**src/rtl/free_list_if.sv**
```systemverilog
`default_nettype none
// +-----------------------------------------------------------------------+
// | free_list_if : rename-side alloc / commit-side release bundle         |
// | Rev 1.0                                                               |
// +-----------------------------------------------------------------------+
interface free_list_if #(
    parameter int WIDTH = 5
);
    logic [3:0]         i_allocReq;
    logic               o_allocValid;
    logic [4*WIDTH-1:0] o_allocAddr4x;
    logic [3:0]         i_freeEn;
    logic [4*WIDTH-1:0] i_freeAddr4x;
    logic [2:0]         i_commitNum;
    logic               i_flush;
    logic [WIDTH:0]     o_freeCount;
    logic               o_overflow;

    modport slave (
        input  i_allocReq, i_freeEn, i_freeAddr4x, i_commitNum, i_flush,
        output o_allocValid, o_allocAddr4x, o_freeCount, o_overflow
    );

    modport master (
        output i_allocReq, i_freeEn, i_freeAddr4x, i_commitNum, i_flush,
        input  o_allocValid, o_allocAddr4x, o_freeCount, o_overflow
    );
endinterface
`default_nettype wire

```
**src/rtl/free_list.sv**
```systemverilog
`default_nettype none
// +-----------------------------------------------------------------------+
// | free_list : 4-wide physical register free list with flush rollback    |
// | Rev 1.0                                                               |
// +-----------------------------------------------------------------------+
module free_list #(
    parameter int WIDTH = 5
) (
    input  logic         i_clk,
    input  logic         i_rst,
    free_list_if.slave   bus
);
    localparam int               c_SIZE      = 1 << WIDTH;
    localparam int               c_LANES     = 4;
    localparam logic [WIDTH:0]   c_MAX_COUNT = (WIDTH+1)'(c_SIZE - 1);

    logic [WIDTH-1:0] slot_q [c_SIZE];
    logic [WIDTH-1:0] head_q, chead_q, tail_q;
    logic [WIDTH-1:0] head_d, chead_d, tail_d;
    logic [WIDTH:0]   count_q, count_d;
    logic             overflow_q, overflow_d;

    logic [2:0]         w_nreq;
    logic               w_grant;
    logic [4*WIDTH-1:0] w_allocAddr;
    logic [WIDTH-1:0]   w_off;
    logic [WIDTH-1:0]   w_outstanding;
    logic [2:0]         w_commitNum;
    logic [WIDTH-1:0]   w_commitAmt;
    logic [WIDTH-1:0]   w_restored;
    logic [WIDTH:0]     w_granted;
    logic [WIDTH:0]     w_base;
    logic [WIDTH:0]     w_space;
    logic [WIDTH:0]     w_nfree;
    logic               w_drop;
    logic [c_LANES-1:0] w_wrEn;
    logic [WIDTH-1:0]   w_wrIdx  [c_LANES];
    logic [WIDTH-1:0]   w_wrData [c_LANES];

    always_comb begin
        w_nreq = '0;
        for (int j = 0; j < c_LANES; j++) begin
            w_nreq = w_nreq + {2'b00, bus.i_allocReq[j]};
        end
        w_grant = (w_nreq != 3'd0)
               && ({{(WIDTH-2){1'b0}}, w_nreq} <= count_q)
               && !bus.i_flush;

        // Requested lanes take consecutive slots from head, lowest lane first.
        w_allocAddr = '0;
        w_off       = '0;
        for (int j = 0; j < c_LANES; j++) begin
            if (bus.i_allocReq[j]) begin
                w_allocAddr[j*WIDTH +: WIDTH] = slot_q[head_q + w_off];
                w_off = w_off + 1'b1;
            end
        end
        if (!w_grant) begin
            w_allocAddr = '0;
        end

        w_outstanding = head_q - chead_q;
        w_commitNum   = (bus.i_commitNum > 3'd4) ? 3'd4 : bus.i_commitNum;
        w_commitAmt   = ({{(WIDTH-3){1'b0}}, w_commitNum} < w_outstanding)
                      ? {{(WIDTH-3){1'b0}}, w_commitNum} : w_outstanding;
        chead_d       = chead_q + w_commitAmt;
        w_restored    = bus.i_flush ? (head_q - chead_d) : '0;

        if (bus.i_flush) begin
            head_d = chead_d;
        end else if (w_grant) begin
            head_d = head_q + {{(WIDTH-3){1'b0}}, w_nreq};
        end else begin
            head_d = head_q;
        end

        w_granted = w_grant ? {{(WIDTH-2){1'b0}}, w_nreq} : '0;
        w_base    = count_q - w_granted + {1'b0, w_restored};
        w_space   = c_MAX_COUNT - w_base;

        // Releases are compacted greedily; lanes beyond the free space are dropped.
        w_nfree = '0;
        w_drop  = 1'b0;
        for (int j = 0; j < c_LANES; j++) begin
            w_wrEn[j]   = 1'b0;
            w_wrIdx[j]  = tail_q + w_nfree[WIDTH-1:0];
            w_wrData[j] = bus.i_freeAddr4x[j*WIDTH +: WIDTH];
            if (bus.i_freeEn[j] && (w_wrData[j] != '0)) begin
                if (w_nfree < w_space) begin
                    w_wrEn[j] = 1'b1;
                    w_nfree   = w_nfree + 1'b1;
                end else begin
                    w_drop = 1'b1;
                end
            end
        end

        tail_d     = tail_q + w_nfree[WIDTH-1:0];
        count_d    = w_base + w_nfree;
        overflow_d = w_drop;
    end

    always_ff @(posedge i_clk) begin
        if (i_rst) begin
            for (int k = 0; k < c_SIZE - 1; k++) begin
                slot_q[k] <= WIDTH'(k + 1);
            end
            slot_q[c_SIZE-1] <= '0;
            head_q     <= '0;
            chead_q    <= '0;
            tail_q     <= WIDTH'(c_SIZE - 1);
            count_q    <= c_MAX_COUNT;
            overflow_q <= 1'b0;
        end else begin
            for (int j = 0; j < c_LANES; j++) begin
                if (w_wrEn[j]) begin
                    slot_q[w_wrIdx[j]] <= w_wrData[j];
                end
            end
            head_q     <= head_d;
            chead_q    <= chead_d;
            tail_q     <= tail_d;
            count_q    <= count_d;
            overflow_q <= overflow_d;
        end
    end

    assign bus.o_allocValid  = w_grant;
    assign bus.o_allocAddr4x = w_allocAddr;
    assign bus.o_freeCount   = count_q;
    assign bus.o_overflow    = overflow_q;
endmodule
`default_nettype wire

```
**src/flat_wrapper.sv**
```systemverilog
// flat-port wrapper written by rule: the top's interface ports become plain ports
module free_list_flat 
#(
    parameter int WIDTH = 5
)
  (i_clk, i_rst, bus_i_allocReq, bus_i_freeEn, bus_i_freeAddr4x, bus_i_commitNum, bus_i_flush, bus_o_allocValid, bus_o_allocAddr4x, bus_o_freeCount, bus_o_overflow);
  free_list_if #(.WIDTH(WIDTH)) bus_i ();
  input  logic i_clk;
  input  logic i_rst;
  input wire logic [$bits(bus_i.i_allocReq)-1:0] bus_i_allocReq;
  input wire logic [$bits(bus_i.i_freeEn)-1:0] bus_i_freeEn;
  input wire logic [$bits(bus_i.i_freeAddr4x)-1:0] bus_i_freeAddr4x;
  input wire logic [$bits(bus_i.i_commitNum)-1:0] bus_i_commitNum;
  input wire logic [$bits(bus_i.i_flush)-1:0] bus_i_flush;
  output wire logic [$bits(bus_i.o_allocValid)-1:0] bus_o_allocValid;
  output wire logic [$bits(bus_i.o_allocAddr4x)-1:0] bus_o_allocAddr4x;
  output wire logic [$bits(bus_i.o_freeCount)-1:0] bus_o_freeCount;
  output wire logic [$bits(bus_i.o_overflow)-1:0] bus_o_overflow;
  assign bus_i.i_allocReq = bus_i_allocReq;
  assign bus_i.i_freeEn = bus_i_freeEn;
  assign bus_i.i_freeAddr4x = bus_i_freeAddr4x;
  assign bus_i.i_commitNum = bus_i_commitNum;
  assign bus_i.i_flush = bus_i_flush;
  assign bus_o_allocValid = bus_i.o_allocValid;
  assign bus_o_allocAddr4x = bus_i.o_allocAddr4x;
  assign bus_o_freeCount = bus_i.o_freeCount;
  assign bus_o_overflow = bus_i.o_overflow;
  free_list #(.WIDTH(WIDTH)) u_core (.i_clk(i_clk), .i_rst(i_rst), .bus(bus_i));
endmodule
```
**config.mk**
```make
export PLATFORM = sky130hd
export DESIGN_NAME = free_list_flat
export DESIGN_NICKNAME = d
export VERILOG_FILES = /design/src/rtl/free_list_if.sv /design/src/rtl/free_list.sv /design/src/flat_wrapper.sv
export SDC_FILE = /design/constraint.sdc
export NUM_CORES = 1
export LEC_CHECK = 0
export ABC_AREA = 0
export BUFFER_PORTS_ARGS = -buffer_cell sky130_fd_sc_hd__buf_2
export CORE_UTILIZATION = 50
export DETAILED_ROUTE_END_ITERATION = 12
export HOLD_SLACK_MARGIN = 0.15
export PLACE_DENSITY_LB_ADDON = 0.25
export SLEW_MARGIN = 20
export SYNTH_ARGS = -nofsm -noshare
export SYNTH_HDL_FRONTEND = slang
export SYNTH_SLANG_ARGS = --single-unit
export TNS_END_PERCENT = 20
```
**constraint.sdc**
```tcl
create_clock -name i_clk -period 14.9 [get_ports i_clk]
set_input_delay 1.49 -clock i_clk [delete_from_list [all_inputs] [get_ports i_clk]]
set_output_delay 1.49 -clock i_clk [all_outputs]
set_load 0.03 [all_outputs]
```
# Yosys cells after proc, flatten, opt, wreduce, memory -nomap -nowiden

Memory sizes are Yosys's and may differ from the RTL's. A register that Yosys moved wholly into a read port is not among the register bits.
Cells that the tools add are included.

Order comparisons: 7
Add/sub/neg operators: 23
Reduce and logical (&&, ||, !) cells: 17
Muxes and demuxes: 66

Operators with widths:

| operator                                                   | number |
|---|---|
| 2-to-1 mux 5 bit                                           | 20 |
| 2-to-1 mux 6 bit                                           | 7 |
| 2-to-1 mux 1 bit                                           | 36 |
| adder 5 bit                                                | 7 |
| 2-to-1 mux 20 bit                                          | 1 |
| nonzero test 5 bit                                         | 4 |
| OR reduction 5 bit                                         | 4 |
| adder 6 x 1 -> 6 bit (second input constant)               | 3 |
| less-than comparator 6 bit                                 | 3 |
| subtractor 5 bit                                           | 2 |
| adder 3 x 1 -> 3 bit                                       | 2 |
| adder 6 x 5 -> 6 bit                                       | 1 |
| adder 6 bit                                                | 1 |
| <= comparator 3 x 6 -> 1 bit                               | 1 |
| logical AND 1 bit                                          | 6 |
| less-than comparator 1 x 6 -> 1 bit (first input constant) | 1 |
| 2-to-1 mux 3 bit                                           | 2 |
| subtractor 5 x 6 -> 6 bit (first input constant)           | 1 |
| subtractor 6 bit                                           | 1 |
| adder 5 x 1 -> 5 bit                                       | 1 |
| adder 5 x 1 -> 5 bit (second input constant)               | 1 |
| adder 5 x 3 -> 5 bit                                       | 1 |
| less-than comparator 3 x 5 -> 1 bit                        | 1 |
| greater-than comparator 3 bit (second input constant)      | 1 |
| other kinds (5)                                            | 5 |

Register bits: 22
Memory bits (writable): 160
Logic and storage cells: 119
Memories: 1
Input bits: 34

Memory list:

| memory        | depth | bits a word | rd ports | clocked after Yosys merged registers in | wr ports | line            | RTL |
|---|---|---|---|---|---|---|---|
| u_core.slot_q | 32    | 5           | 4        | 1                                       | 32       | free_list.sv:17 | `logic [WIDTH-1:0] slot_q [c_SIZE];` |

# Longest topological paths before layout

Gate-level depths: netlist of the first run.

Depth after elaboration: 27
Mapped depth: 56
Gate-level depth less buffers: 51

# Least setup slack after synthesis of the first run

Ideal clock, no wire load.

Kind: input port to flip-flop
From: input port bus_i_commitNum[1]
To: register u_core.count_q[5], in the netlist u_core.bus.o_freeCount[5]
Buffers on the path: 7
Slack: 3264 ps
Library setup time: 128 ps
Data required time: 14772 ps
Stages: 47
Arrival: 11508 ps
Path through: nor2b_1 -> ha_1 -> o21ai_0 -> nand2b_1 -> a21oi_1 -> or3_1 -> clkbuf_1 -> a21o_1 -> ha_1 -> fa_1 -> fa_1 -> xor2_1 -> xnor2_1 -> nand2_1 -> fa_1 -> inv_1 -> ha_1 -> a211o_1 -> [... 11 more ...] -> a41oi_1 -> clkbuf_1 -> o21ai_0 -> ha_1 -> o31a_1 -> o221a_2 -> buf_6 -> buf_8 -> nand2b_1 -> mux2_1 -> ha_1 -> a21o_1 -> a21oi_1 -> nor2b_1 -> o21ai_0 -> xor2_1 -> xnor2_1 -> nor2_1

Word-level cells in the longest chain between the ends: 22
Elaborated cells on any way between the ends: 25

Ends and longest elaborated chain:

| item                                                                      | line                             | RTL |
|---|---|---|
| from (decl)                                                               | flat_wrapper.sv:13               | `input wire logic [$bits(bus_i.i_commitNum)-1:0] bus_i_commitNum;` |
| greater-than comparator 3 bit                                             | free_list.sv:63                  | `w_commitNum = (bus.i_commitNum > 3'd4) ? 3'd4 : bus.i_commitNum;` |
| 2-to-1 mux 3 bit *                                                        | free_list.sv:63                  |  |
| less-than comparator 3 x 5 -> 1 bit                                       | free_list.sv:64                  | `w_commitAmt = ({{(WIDTH-3){1'b0}}, w_commitNum} < w_outstanding)` |
| 2-to-1 mux 5 bit *                                                        | free_list.sv:65                  | `? {{(WIDTH-3){1'b0}}, w_commitNum} : w_outstanding;` |
| adder 5 bit *                                                             | free_list.sv:66                  | `chead_d = chead_q + w_commitAmt;` |
| named net u_core.chead_d[1]                                               | free_list.sv:19                  | `logic [WIDTH-1:0] head_d, chead_d, tail_d;` |
| subtractor 5 bit *                                                        | free_list.sv:67                  | `w_restored = bus.i_flush ? (head_q - chead_d) : '0;` |
| 2-to-1 mux 5 bit *                                                        | free_list.sv:67                  |  |
| [... 7 more ...]                                                          | --                               |  |
| 2-to-1 mux 6 bit                                                          | free_list.sv:88                  | `if (bus.i_freeEn[j] && (w_wrData[j] != '0)) begin` |
| adder 6 x 1 -> 6 bit / less-than comparator 6 bit (equally long branches) | free_list.sv:91, free_list.sv:89 |  |
| 2-to-1 mux 6 bit                                                          | free_list.sv:89                  | `if (w_nfree < w_space) begin` |
| 2-to-1 mux 6 bit                                                          | free_list.sv:88                  |  |
| adder 6 x 1 -> 6 bit / less-than comparator 6 bit (equally long branches) | free_list.sv:91, free_list.sv:89 |  |
| 2-to-1 mux 6 bit                                                          | free_list.sv:89                  |  |
| 2-to-1 mux 6 bit                                                          | free_list.sv:88                  |  |
| adder 6 bit *                                                             | free_list.sv:99                  | `count_d = w_base + w_nfree;` |
| to (signal assigned)                                                      | free_list.sv:112                 | `count_q <= c_MAX_COUNT;` |
| to (signal assigned)                                                      | free_list.sv:123                 | `count_q <= count_d;` |
| to (decl)                                                                 | free_list.sv:20                  | `logic [WIDTH:0] count_q, count_d;` |

The timed path passes the listed nets; every way through them passes the cells marked *.
A chain may end at the register's enable or synchronous reset.

# Worst setup path after layout of the first run

From: input port bus_i_allocReq[0]
To: register u_core.count_q[5], in the netlist u_core.bus.o_freeCount[5]

Word-level cells in the longest chain between the ends: 23
Elaborated cells on any way between the ends: 27

Ends and longest elaborated chain:

| item                                                                      | line                             | RTL |
|---|---|---|
| from (decl)                                                               | flat_wrapper.sv:10               | `input wire logic [$bits(bus_i.i_allocReq)-1:0] bus_i_allocReq;` |
| adder 1 x 1 -> 2 bit *                                                    | free_list.sv:43                  | `w_nreq = w_nreq + {2'b00, bus.i_allocReq[j]};` |
| adder 3 x 1 -> 3 bit * (2 in series)                                      | free_list.sv:43                  |  |
| <= comparator 3 x 6 -> 1 bit / nonzero test 3 bit (equally long branches) | free_list.sv:46, free_list.sv:45 |  |
| logical AND 1 bit                                                         | free_list.sv:46                  | `&& ({{(WIDTH-2){1'b0}}, w_nreq} <= count_q)` |
| logical AND 1 bit                                                         | free_list.sv:47                  | `&& !bus.i_flush;` |
| 2-to-1 mux 3 bit *                                                        | free_list.sv:77                  | `w_granted = w_grant ? {{(WIDTH-2){1'b0}}, w_nreq} : '0;` |
| subtractor 6 bit *                                                        | free_list.sv:78                  | `w_base = count_q - w_granted + {1'b0, w_restored};` |
| adder 6 x 5 -> 6 bit *                                                    | free_list.sv:78                  |  |
| [... 6 more ...]                                                          | --                               |  |
| 2-to-1 mux 6 bit                                                          | free_list.sv:88                  |  |
| adder 6 x 1 -> 6 bit / less-than comparator 6 bit (equally long branches) | free_list.sv:91, free_list.sv:89 |  |
| 2-to-1 mux 6 bit                                                          | free_list.sv:89                  |  |
| 2-to-1 mux 6 bit                                                          | free_list.sv:88                  |  |
| adder 6 x 1 -> 6 bit / less-than comparator 6 bit (equally long branches) | free_list.sv:91, free_list.sv:89 |  |
| 2-to-1 mux 6 bit                                                          | free_list.sv:89                  |  |
| 2-to-1 mux 6 bit                                                          | free_list.sv:88                  |  |
| adder 6 bit *                                                             | free_list.sv:99                  |  |

Mark *: on every way between the ends. The rest lies on a longest branch, timed or not.

==> impl_metrics.env, run 1 <==
export IMPL_outcome="finished, final reports clean"
export IMPL_synth_top_area_share_pct=22.5
export IMPL_post_cts_resized=0
export IMPL_period_share_pct=80.3
export IMPL_synthFlopType="edfxtp_1"
export IMPL_antenna_found_initial=1
export IMPL_dp_cells=2542
export IMPL_post_place_ws_ns=2.15
export IMPL_synth_edf_count=160
export IMPL_postSynthAreaPerCell_sq_um=10.3
export IMPL_drive_gt1_share_pct=23.3
export IMPL_final_max_slew_viol_count=0
export IMPL_cts_tree="yes"
export IMPL_area_growth_syn_to_layout_pct=6.26
export IMPL_numCtsBuffers=17
export IMPL_clockRootBuffer="clkbuf_16"
export IMPL_vias_per_cell=7.26
export IMPL_rsz0062_at_grt="false"
export IMPL_hpwl_um=61600
export IMPL_worstPathArrival_ns=12.27
export IMPL_postRouteAntennaNets=0
export IMPL_drc=0
export IMPL_finish_utilization_pct=53.9
export IMPL_coreArea_sq_mm=0.0420
export IMPL_setup_slack_ns=2.94
export IMPL_tns_ns=0
export IMPL_syn_area_sq_mm=0.0213
export IMPL_nNetsFinal=2127
export IMPL_synth_net_count=2181
export IMPL_cts_setup_buffers=0
export IMPL_worstMarginPinSlew_ns=1.26
export IMPL_yosysTopAreaCell="edfxtp_1"
export IMPL_grt_pass1_vias=17420
export IMPL_clk_pin_slew_ns=0.07
export IMPL_seq_area_frac_synth_pct=25.1
export IMPL_cts_buffer_depth=2
export IMPL_start_util_pct=50.7
export IMPL_drt_iter0_markers=3129
export IMPL_hold_violations=0
export IMPL_port_buffers=61
export IMPL_synth_top_cells_by_area="edfxtp_1, mux4_2, mux2i_1, mux2_1, nor2_1"
export IMPL_finalNonFillerCells=2576
export IMPL_grt_overflow=0
export IMPL_clock_sinks=187
export IMPL_synthArstFlopShare_pct=0
export IMPL_drtPass1Iterations=7
export IMPL_io_pins=62
export IMPL_vdd_drop_max_mv=0.263
export IMPL_globalplace_congestion=1.04
export IMPL_clkLatencyLatePin_ns=0.46
export IMPL_nFillCells=3682
export IMPL_critPathCaptureType="register"
export IMPL_crit_top_cell="ha_1"
export IMPL_path_max_fanout=23
export IMPL_maxCapViolCount=0
export IMPL_setup_viol=0
export IMPL_wirelength_um=82100
export IMPL_slowest_stage="nor2b_1"
export IMPL_ys_types=95
export IMPL_max_freq_mhz=83.6
export IMPL_die_h_um=209
export IMPL_synth_ff_latch_count=187
export IMPL_synth_warnings=0
export IMPL_p_per_area_mw_per_mm2=269
export IMPL_grt_usage_pct=37.8
export IMPL_htreeDepth=4
export IMPL_min_period_ns=11.96
export IMPL_vias=18703
export IMPL_hp_class="register to register"
export IMPL_dieArea_sq_mm=0.0435
export IMPL_leakagePower_nw=7.45
export IMPL_startpoint_type="primary input"
export IMPL_wl_per_cell_um=31.9
export IMPL_holdBufCountCts=0
export IMPL_fin_skew_ns=0.0172
export IMPL_die_w_um=209
export IMPL_rows=75
export IMPL_synth_cells=2077
export IMPL_relSlewSlack_pct=15.7
export IMPL_grt_max_degree=71
export IMPL_slowest_delay_ns=0.55
export IMPL_grt_pass1_wl_um=120000
export IMPL_worstPathRequired_ns=15.21
export IMPL_crit_type="primary input to register"
==> final cells by class <==
type / count / area, sq um / share of cell area, %
clock inverters: 13 / 134 / 0.591
well taps: 539 / 674 / 2.98
diodes: 1 / 2.50 / 0.0110
clock buffers: 19 / 433 / 1.91
inverters: 63 / 236 / 1.04
multi-input cells: 1637 / 15100 / 66.7
flip-flops and latches: 187 / 5350 / 23.6
repair buffers: 117 / 726 / 3.20
==> critical path: cells and delay by family <==
family | cells | cell delay (ns)
compound gates | 12 | 3.25
mux | 1 | 0.47
simple gates | 9 | 2.44
fa+ha+maj | 11 | 3.42
buf+inv | 8 | 0.84
xor+xnor | 2 | 0.32
==> cells by family after synthesis <==
kind of cell	synth area share [%]
adders and majority gates	4.74
muxes	35.0
and+or+nand+nor	15.7
AOI/OAI and AO/OA	13.0
other	0.0176
DFF	25.1
xor gates and xnor gates	1.76
buffers and inverters	4.81
==> cell usage in the layout, fill, tap and decap left out, types with 14 or more instances in the layout <==
master	Yosys	final
or3_1	27	27
mux2_2	15	15
nor3_1	51	48
nand3_1	49	49
mux2i_1	141	141
mux2_1	91	91
buf_2	9	61
inv_1	55	55
nand2_1	142	142
buf_4	1	55
mux2_4	23	23
dfxtp_1	27	26
a21oi_1	155	152
xnor2_1	27	24
a21o_1	19	19
o21ai_0	104	104
o211ai_1	27	27
and3_1	15	15
nor3_4	32	32
ha_1	56	53
edfxtp_1	160	160
a31oi_1	16	15
mux4_2	200	200
nor2_1	207	207
clkbuf_16	0	17
xor2_1	14	14
==> registers in the layout, indices dropped and copies added (netlist names), named ones only <==
name / count
u_core.slot_q: 160
u_core.bus.o_freeCount: 6
u_core.chead_q: 5
u_core.head_q: 5
u_core.tail_q: 5
u_core.bus.o_overflow: 1
==> path summary, 6_finish.rpt <==
check                         start                         to  slack [ns]  cells after the start
hold reg to reg   u_core.chead_q[4]          u_core.chead_q[4]        0.57                      2
hold / removal    u_core.chead_q[4]          u_core.chead_q[4]        0.57                      2
setup / recovery  bus_i_allocReq[0]  u_core.bus.o_freeCount[5]        2.94                     43
setup reg to reg   u_core.head_q[0]  u_core.bus.o_freeCount[5]        2.97                     46
==> where the power goes <==
part	internal, mW	total (mW)	switching (mW)	leakage, nW
Combinational	1.74	4.72	2.98	5.56
Sequential	0.742	0.910	0.168	1.61
Clock	0.236	0.458	0.222	0.270
Total	2.72	6.09	3.37	7.45
==> cell usage after synthesis (17+ instances only) <==
cell	number
dfxtp_1	27
xnor2_1	27
buf_1	21
mux2i_1	141
ha_1	56
a21oi_1	155
a21o_1	19
nand2_1	142
mux2_4	23
nor3_1	51
o211ai_1	27
mux2_1	91
mux4_2	200
inv_1	55
clkbuf_1	153
o311ai_0	17
edfxtp_1	160
or3_1	27
nor2_1	207
nor3_4	32
nand3_1	49
o21ai_0	104
==> per-stage QoR <==
step	hold WS (ns)	power, mW	cell area (sq um)
after floorplan	0.515	4.27	21300
after global placement	0.531	5.41	22000
after detailed placement	0.546	5.49	22000
after CTS	0.564	5.95	22600
after global routing	0.630	6.40	22700
final	0.566	6.09	22700
==> routing by layer <==
layer  wire (um)  vias to the layer above  GRT usage, %
met5           0                        -             0
met4        4890                        0          19.5
met3       11000                      299          11.0
met2       34200                     1500          54.3
met1       32000                     8981          51.8
li1            -                     7923             -
No activity file was read; power rests on OpenSTA's default activity.
==> inputs of run 2 (changes only) <==
==> constraint.sdc (replaced) <==
create_clock -name i_clk -period 11.1 [get_ports i_clk]
set_input_delay 1.11 -clock i_clk [delete_from_list [all_inputs] [get_ports i_clk]]
set_output_delay 1.11 -clock i_clk [all_outputs]
set_load 0.03 [all_outputs]
==> impl_metrics.env, run 2 (synthesis gave the netlist of run 1 again) <==
export IMPL_diodes=0
export IMPL_hpwl_um=62100
export IMPL_drt_iter0_markers=3185
export IMPL_grt_max_degree=71
export IMPL_drc=0
export IMPL_crit_top_cell="ha_1"
export IMPL_htreeDepth=4
export IMPL_io_pins=62
export IMPL_die_h_um=209
export IMPL_cts_tree="yes"
export IMPL_maxCapViolCount=0
export IMPL_post_cts_resized=0
export IMPL_period_share_pct=94.8
export IMPL_vias_per_cell=7.32
export IMPL_hold_violations=0
export IMPL_r2r_end="u_core.slot_q[12][1]"
export IMPL_coreArea_sq_mm=0.0420
export IMPL_outcome="finished, final reports clean"
export IMPL_cts_buffer_depth=2
export IMPL_postRouteAntennaNets=0
export IMPL_reg2reg_slack_ns=0.58
export IMPL_holdBufCountCts=0
export IMPL_grt_pass1_vias=17731
export IMPL_whs_endpoint="u_core.chead_q[4]"
export IMPL_dieArea_sq_mm=0.0435
export IMPL_startpoint_type="register"
export IMPL_relSlewSlack_pct=16.4
export IMPL_crit_type="register to register"
export IMPL_worstPathRequired_ns=11.25
export IMPL_r2r_cells=43
export IMPL_worstMarginPinSlew_ns=1.25
export IMPL_numCtsBuffers=17
export IMPL_die_w_um=209
export IMPL_tns_ns=0
export IMPL_final_max_slew_viol_count=0
export IMPL_start_util_pct=50.7
export IMPL_rsz0062_at_grt="false"
export IMPL_vias=19053
export IMPL_min_period_ns=10.52
export IMPL_slowest_delay_ns=0.71
export IMPL_min_path_cells=2
export IMPL_clockRootBuffer="clkbuf_16"
export IMPL_critPathCaptureType="register"
export IMPL_clk_pin_slew_ns=0.08
export IMPL_layout_commonest_cell="nor2_1"
export IMPL_regMostFlops="u_core.slot_q"
export IMPL_setup_viol=0
export IMPL_max_freq_mhz=95.0
export IMPL_port_buffers=61
export IMPL_globalplace_congestion=0.988
export IMPL_worstPathArrival_ns=10.68
export IMPL_grt_pass1_wl_um=123000
export IMPL_wl_per_cell_um=32.4
export IMPL_cts_setup_buffers=0
export IMPL_clkLatencyLatePin_ns=0.46
export IMPL_path_max_fanout=7
export IMPL_rows=75
export IMPL_grt_overflow=0
export IMPL_wirelength_um=84200
export IMPL_fin_skew_ns=0.0152
export IMPL_drtPass1Iterations=9
export IMPL_r2r_start="u_core.head_q[0]"
export IMPL_crit_start="u_core.head_q[0]"
export IMPL_slowest_stage="or4b_1"
export IMPL_drive_gt1_share_pct=24.7
export IMPL_antenna_found_initial=2
export IMPL_layout_common_cells="nor2_1, mux4_2, edfxtp_1"
export IMPL_grt_usage_pct=38.9
export IMPL_holdCritStartpoint="u_core.chead_q[4]"
export IMPL_hp_class="register to register"
export IMPL_largest_register_ffs=160
export IMPL_clock_sinks=187
export IMPL_nNetsFinal=2154
export IMPL_area_growth_syn_to_layout_pct=7.45
run 2: stage by stage:
step	hold slack (ns)	setup WS, ns	std cells	instance area (sq um)	util (%)
after CTS	0.565	0.414	2602	22800	54.3
after global placement	0.532	0.397	2568	22200	52.9
after detailed placement	0.542	0.214	2570	22300	53.0
after floorplan	0.515	0.0701	2077	21300	-
after global routing	0.586	0.0157	2602	22900	54.5
final	0.562	0.577	2602	22900	54.5
run 2: routing by layer:
metal  up-vias  track usage, %  part of all wire (%)
li1       7974               -                     -
met1      9171            54.3                    39
met2      1585            54.9                    41
met3       319            10.2                    14
met4         4            21.2                   6.2
met5         -               0                 0.028
run 2: worst max path at each step:
stage | end | slack [ns] | cells past startpoint
floorplan | u_core.bus.o_freeCount[5] | 0.07 | 48
global placement | u_core.bus.o_freeCount[5] | 0.40 | 43
detailed placement | u_core.bus.o_freeCount[5] | 0.21 | 43
CTS | u_core.bus.o_freeCount[5] | 0.41 | 46
global route | u_core.bus.o_freeCount[5] | 0.02 | 47
finish | u_core.slot_q[12][1] | 0.58 | 43
run 2: final cells by class:
class | instances | area [sq um]
Fill cell | 3734 | 19100
Multi-Input combinational cell | 1637 | 15200
Sequential cell | 187 | 5350
Timing Repair Buffer | 144 | 928
Tap cell | 539 | 674
Clock buffer | 17 | 425
Inverter | 63 | 236
Clock inverter | 15 | 138
run 2: worst max-delay path: cells and delay by family (launching register included):
| family | cells | cell delay (ns) |
|---|---|---|
| xor+xnor | 2 | 0.47 |
| compound gates | 10 | 2.35 |
| simple gates | 11 | 2.85 |
| fa+ha+maj | 12 | 3.59 |
| buf+inv | 8 | 0.63 |
| flops | 1 | 0.32 |
Power of run 2 is not shown: default switching activity piles up to over one toggle a cycle in this logic, so the estimate is an artifact.
